<file path="src/rtl/cordic_ctrl_pkg.sv">
`default_nettype none
// ----------------------------------------------------------------------------
// cordic_ctrl_pkg : shared types and defaults for the CORDIC sequencer
// Revision: 1.0
// ----------------------------------------------------------------------------
package cordic_ctrl_pkg;

  typedef enum logic [1:0] {
    IDLE = 2'd0,
    LOAD = 2'd1,
    ITER = 2'd2,
    DONE = 2'd3
  } state_e;

  typedef enum logic {
    MODE_ROTATION  = 1'b0,
    MODE_VECTORING = 1'b1
  } mode_e;

  localparam int DefaultIterations = 16;

endpackage
`default_nettype wire

</file>
<file path="src/rtl/cordic_ctrl_if.sv">
`default_nettype none
// ----------------------------------------------------------------------------
// cordic_ctrl_if : host/datapath handshake bundle of the CORDIC sequencer
// Optional abort line present when CORDIC_CTRL_ABORT_EN is defined.
// Revision: 1.0
// ----------------------------------------------------------------------------
interface cordic_ctrl_if #(
  parameter int IterWidth = 4
);
  logic                 start_valid_i;
  logic                 start_ready_o;
  logic                 mode_i;
  logic                 mode_o;
  logic                 load_o;
  logic                 iter_en_o;
  logic [IterWidth-1:0] iter_idx_o;
  logic                 busy_o;
  logic                 done_valid_o;
  logic                 done_ready_i;
`ifdef CORDIC_CTRL_ABORT_EN
  logic                 abort_i;
`endif

  modport master (
`ifdef CORDIC_CTRL_ABORT_EN
    output abort_i,
`endif
    output start_valid_i, mode_i, done_ready_i,
    input  start_ready_o, mode_o, load_o, iter_en_o, iter_idx_o, busy_o,
           done_valid_o
  );

  modport slave (
`ifdef CORDIC_CTRL_ABORT_EN
    input  abort_i,
`endif
    input  start_valid_i, mode_i, done_ready_i,
    output start_ready_o, mode_o, load_o, iter_en_o, iter_idx_o, busy_o,
           done_valid_o
  );

endinterface
`default_nettype wire

</file>
<file path="src/rtl/cordic_iter_cnt.sv">
`default_nettype none
// ----------------------------------------------------------------------------
// cordic_iter_cnt : enable-gated iteration counter, wraps at LastValue
// Revision: 1.0
// ----------------------------------------------------------------------------
module cordic_iter_cnt #(
  parameter int               Width     = 4,
  parameter logic [Width-1:0] LastValue = '1
) (
  input  logic             clk_i,
  input  logic             rst_ni,
  input  logic             en_i,
  input  logic             clr_i,
  output logic [Width-1:0] idx_o,
  output logic             last_o
);

  logic [Width-1:0] idx_q;
  logic [Width-1:0] idx_d;

  assign last_o = (idx_q == LastValue);
  assign idx_o  = idx_q;

  always_comb begin
    idx_d = idx_q;
    if (clr_i) begin
      idx_d = '0;
    end else if (en_i) begin
      idx_d = last_o ? '0 : idx_q + Width'(1);
    end
  end

  always_ff @(posedge clk_i or negedge rst_ni) begin
    if (!rst_ni) begin
      idx_q <= '0;
    end else begin
      idx_q <= idx_d;
    end
  end

endmodule
`default_nettype wire

</file>
<file path="src/rtl/cordic_ctrl.sv">
`default_nettype none
// ----------------------------------------------------------------------------
// cordic_ctrl : IDLE/LOAD/ITER/DONE sequencer for the iterative CORDIC stage
// Optional abort path enabled by CORDIC_CTRL_ABORT_EN.  Revision: 1.0
// ----------------------------------------------------------------------------
module cordic_ctrl
  import cordic_ctrl_pkg::*;
#(
  parameter int Iterations = DefaultIterations,
  parameter int IterWidth  = (Iterations > 2) ? $clog2(Iterations) : 1
) (
  input  logic           clk_i,
  input  logic           rst_ni,
  cordic_ctrl_if.slave   bus
);

  state_e               state_q, state_d;
  mode_e                mode_q, mode_d;
  logic                 cnt_en;
  logic                 cnt_clr;
  logic                 cnt_last;
  logic [IterWidth-1:0] cnt_idx;

  cordic_iter_cnt #(
    .Width     (IterWidth),
    .LastValue (IterWidth'(Iterations - 1))
  ) u_iter_cnt (
    .clk_i  (clk_i),
    .rst_ni (rst_ni),
    .en_i   (cnt_en),
    .clr_i  (cnt_clr),
    .idx_o  (cnt_idx),
    .last_o (cnt_last)
  );

  always_comb begin
    state_d = state_q;
    mode_d  = mode_q;
    cnt_en  = 1'b0;
    // Index is held at zero everywhere except while iterating.
    cnt_clr = (state_q != ITER);
    unique case (state_q)
      IDLE: begin
        if (bus.start_valid_i) begin
          mode_d  = mode_e'(bus.mode_i);
          state_d = LOAD;
        end
      end
      LOAD: state_d = ITER;
      ITER: begin
        cnt_en = 1'b1;
        if (cnt_last) begin
          state_d = DONE;
        end
      end
      DONE: begin
        if (bus.done_ready_i) begin
          state_d = IDLE;
        end
      end
      default: state_d = IDLE;
    endcase
`ifdef CORDIC_CTRL_ABORT_EN
    if (bus.abort_i && (state_q != IDLE)) begin
      state_d = IDLE;
      cnt_clr = 1'b1;
    end
`endif
  end

  always_ff @(posedge clk_i or negedge rst_ni) begin
    if (!rst_ni) begin
      state_q <= IDLE;
      mode_q  <= MODE_ROTATION;
    end else begin
      state_q <= state_d;
      mode_q  <= mode_d;
    end
  end

  assign bus.start_ready_o = (state_q == IDLE);
  assign bus.busy_o        = (state_q != IDLE);
  assign bus.load_o        = (state_q == LOAD);
  assign bus.iter_en_o     = (state_q == ITER);
  assign bus.done_valid_o  = (state_q == DONE);
  assign bus.iter_idx_o    = cnt_idx;
  assign bus.mode_o        = mode_q;

endmodule
`default_nettype wire

</file>
<file path="src/flat_wrapper.sv">
// flat-port wrapper written by rule: the top's interface ports become plain ports
module cordic_ctrl_flat import cordic_ctrl_pkg::*;
#(
  parameter int Iterations = DefaultIterations,
  parameter int IterWidth  = (Iterations > 2) ? $clog2(Iterations) : 1
)
  (clk_i, rst_ni, bus_start_valid_i, bus_mode_i, bus_done_ready_i, bus_start_ready_o, bus_mode_o, bus_load_o, bus_iter_en_o, bus_iter_idx_o, bus_busy_o, bus_done_valid_o);
  cordic_ctrl_if #(.IterWidth(IterWidth)) bus_i ();
  input  logic clk_i;
  input  logic rst_ni;
  input wire logic [$bits(bus_i.start_valid_i)-1:0] bus_start_valid_i;
  input wire logic [$bits(bus_i.mode_i)-1:0] bus_mode_i;
  input wire logic [$bits(bus_i.done_ready_i)-1:0] bus_done_ready_i;
  output wire logic [$bits(bus_i.start_ready_o)-1:0] bus_start_ready_o;
  output wire logic [$bits(bus_i.mode_o)-1:0] bus_mode_o;
  output wire logic [$bits(bus_i.load_o)-1:0] bus_load_o;
  output wire logic [$bits(bus_i.iter_en_o)-1:0] bus_iter_en_o;
  output wire logic [$bits(bus_i.iter_idx_o)-1:0] bus_iter_idx_o;
  output wire logic [$bits(bus_i.busy_o)-1:0] bus_busy_o;
  output wire logic [$bits(bus_i.done_valid_o)-1:0] bus_done_valid_o;
  assign bus_i.start_valid_i = bus_start_valid_i;
  assign bus_i.mode_i = bus_mode_i;
  assign bus_i.done_ready_i = bus_done_ready_i;
  assign bus_start_ready_o = bus_i.start_ready_o;
  assign bus_mode_o = bus_i.mode_o;
  assign bus_load_o = bus_i.load_o;
  assign bus_iter_en_o = bus_i.iter_en_o;
  assign bus_iter_idx_o = bus_i.iter_idx_o;
  assign bus_busy_o = bus_i.busy_o;
  assign bus_done_valid_o = bus_i.done_valid_o;
  cordic_ctrl #(.Iterations(Iterations), .IterWidth(IterWidth)) u_core (.clk_i(clk_i), .rst_ni(rst_ni), .bus(bus_i));
endmodule
</file>
<file path="config.mk">
export PLATFORM = sky130hd
export DESIGN_NAME = cordic_ctrl_flat
export DESIGN_NICKNAME = d
export VERILOG_FILES = /design/src/rtl/cordic_ctrl_pkg.sv /design/src/rtl/cordic_ctrl_if.sv /design/src/rtl/cordic_iter_cnt.sv /design/src/rtl/cordic_ctrl.sv /design/src/flat_wrapper.sv
export SDC_FILE = /design/constraint.sdc
export NUM_CORES = 1
export LEC_CHECK = 0
export ABC_AREA = 1
export BUFFER_PORTS_ARGS = -buffer_cell sky130_fd_sc_hd__buf_4
export CAP_MARGIN = 20
export CELL_PAD_IN_SITES_DETAIL_PLACEMENT = 0
export CELL_PAD_IN_SITES_GLOBAL_PLACEMENT = 1
export CORE_AREA = 2 2 39 41
export DETAILED_ROUTE_END_ITERATION = 6
export DIE_AREA = 0 0 41 43
export PLACE_DENSITY_LB_ADDON = 0.1
export SKIP_CTS_REPAIR_TIMING = 1
export SLEW_MARGIN = 40
export SYNTH_ARGS = -nofsm -noshare
export SYNTH_HDL_FRONTEND = slang
export SYNTH_SLANG_ARGS = --single-unit
</file>
<file path="constraint.sdc">
create_clock -name clk_i -period 1.6 [get_ports clk_i]
set_input_delay 0.08 -clock clk_i [delete_from_list [all_inputs] [get_ports clk_i]]
set_output_delay 0.08 -clock clk_i [all_outputs]
set_load 0.005 [all_outputs]
</file>
==> flow_metrics.py <==
metrics = {
    "layout": {
        "drive_above_1_share_pct": 33.9,
        "layout_common_cells": "14 x buf_4, 10 x nand2_1, 7 x inv_1, 7 x dfrtp_1, 5 x ha_1",
        "antenna_cells": 0,
        "nets": 73,
        "nFillCells": 159,
        "multi_input_area_um2": 181,
        "final_common_cell": "buf_4",
        "seq_area_um2": 175,
        "area_growth_pct": 41.7,
    },
    "clock_tree": {
        "clock_latency_ps": 250,
        "cts.clk_slew.worst_paths_ps": 50,
        "cts_max_path_buffers": 2,
        "numCtsBuffers": 3,
        "cts_root_buf": "clkbuf_4",
        "htreeDepth": 1,
        "cts_tree": "done",
        "clock_sinks": 7,
    },
    "detailed_routing": {
        "drt_wl_total_um": 739,
        "dr.pass1.iters": 3,
        "drc_errors": 0,
        "wire_per_inst_um": 9.47,
        "ant_nets": 0,
        "via_count": 320,
        "drtIter0Drc": 3,
        "via_per_inst": 4.10,
    },
    "placed_design": {
        "hpwl_um": 609,
        "place.gp.congestion": 0.681,
        "io_buffers": 14,
    },
    "setup_path": {
        "cp-end-kind": "output pin",
        "reg2reg_depth": 8,
        "cpPeakStageDelay_ps": 400,
        "crit_chain": "inv_1, ha_1, buf_4",
        "criticalPathCategory": "reg -> out",
        "cp-start-kind": "register",
        "crit_fanout": 4,
        "crit_required_ps": 1520,
        "cp_slowest_cell": "dfrtp_1",
        "cp_data_arrival_time_ps": 1170,
    },
    "sta": {
        "finClkSkew_ps": 1.40,
        "final_hold_viol_count": 0,
        "timing.hold.ws_ps": 80.9,
        "tightest_slew_ps": 222,
        "setup_viol": 0,
        "slew_headroom_pct": 85.2,
        "max_clock_freq_mhz": 801,
        "finalCritPeriodShare_pct": 78.1,
        "report.final.slew_viol_count": 0,
        "final.setup.tns_ps": 0,
        "grt_setup_unrepaired": "no",
        "fin_crit_ps": 1250,
    },
    "global_routing": {
        "grt_start_max_net_pins": 8,
        "grt_pass1_vias": 309,
        "grt_pass1_wl_um": 1180,
        "antenna_found_initial": 0,
        "overflow": 0,
        "grt_usage_pct": 10.3,
    },
    "run": {
        "drv_cap": 0,
    },
    "floorplan": {
        "die_area_mm2": 0.00176,
        "die_x_um": 41,
        "start_util_pct": 27.9,
        "die_h_um": 43,
        "ios": 15,
        "core_area_mm2": 0.00138,
        "num_rows": 14,
    },
    "yosys": {
        "ys_ff_latch": 7,
        "ys_warn_count": 0,
        "avgSynthCellArea_um2": 8.99,
        "synth_seq_area_share_pct": 45.3,
        "mappedNetlistArea_um2": 387,
        "syn-num-nets": 53,
        "syn-instance-count": 43,
        "ys_types": 13,
    },
    "power": {
        "power_frac_clock_pct": 17.1,
        "power.leakage_nw": 0.315,
        "internal-power_w": 0.000569,
        "pwr_density_cell_mw_per_mm2": 1670,
        "p_comb_share_pct": 51.2,
        "seqPwrFrac_pct": 31.7,
        "ir_drop_uv": 654,
        "p_sw_w": 0.000349,
        "p_sw_share_pct": 38.0,
        "total_power_w": 0.000918,
    },
    "min_path": {
        "hp-class": "in -> reg",
        "whs_path_depth": 3,
    },
    "status": {
        "outcome": "finished clean",
    },
}
[per-layer routing]
metal  GRT usage [%]  share of wire, %  vias up
li1                -                 -      168
met1            12.9                46      138
met2            14.1                45       14
met3            4.71               8.9        0
met4            6.00                 0        0
met5               0                 0        -
[logic make-up (layout without fill, tap and decap cells)]
kind of cell,count (synthesis),after routing,synth area share (%)
fa+ha+maj,5,5,16.2
buf+inv,8,27,7.77
compound gates,1,1,1.29
simple gates,20,20,24.9
flops,7,7,45.3
xor+xnor,2,2,4.53
[cells in the mapped netlist]
| cell type | number | share of area (%) |
|---|---|---|
| nand2_1 | 10 | 9.7 |
| dfrtp_1 | 7 | 45 |
| inv_1 | 7 | 6.8 |
| ha_1 | 5 | 16 |
| nand3_1 | 4 | 5.2 |
| nor2_1 | 3 | 2.9 |
| inv_2 | 1 | 0.97 |
| nand2_2 | 1 | 1.6 |
| nand2_4 | 1 | 2.9 |
| nand3_2 | 1 | 2.6 |
| o21ai_1 | 1 | 1.3 |
| xnor2_1 | 1 | 2.3 |
| xor2_1 | 1 | 2.3 |
[critical path, delay by kind of cell (launching register included)]
family	cells	cell delay, ps
flops	1	400
fa+ha+maj	1	280
buf+inv	2	240
[power groups by stage]
stage,logic (W),registers (W),clock network [W]
detailed placement,0.000478,0.000294,0
CTS,0.000480,0.000292,0.000166
finish,0.000469,0.000291,0.000157
global route,0.000555,0.000299,0.000183
floorplan,0.000269,0.000289,0
global placement,0.000484,0.000295,0
[through the flow]
step	utilization, %	worst slack, ps	instance area, um^2	cells
CTS	38.9	321	538	77
floorplan	-	514	387	43
global route	39.6	257	548	78
finish	39.6	351	548	78
detailed placement	37.0	451	512	73
global placement	37.0	439	512	73
[state kept, by name, indices dropped and copies added, names as in the netlist]
signal and count:
u_core.state_q 2, u_core.u_iter_cnt.idx_o 4, u_core.bus.mode_o 1
[final timing paths]
kind	from	endpoint	slack, ps
worst min-delay path	bus_mode_i	u_core.bus.mode_o	80
min in group asynchronous	rst_ni	u_core.u_iter_cnt.idx_o[3]	180
max in group asynchronous	rst_ni	u_core.state_q[0]	1300
worst max-delay path	u_core.state_q[0]	bus_iter_en_o	350
worst min register to register	u_core.bus.mode_o	u_core.bus.mode_o	490
worst max register to register	u_core.state_q[0]	u_core.state_q[0]	460
[layout make-up]
class                           count  share of cell area [%]
Clock buffer                        4                    4.79
Inverter                            8                    5.48
Multi-Input combinational cell     28                    33.1
Sequential cell                     7                    32.0
Tap cell                           16                    3.65
Timing Repair Buffer               15                    21.0
No activity file was read; power rests on OpenSTA's default activity.
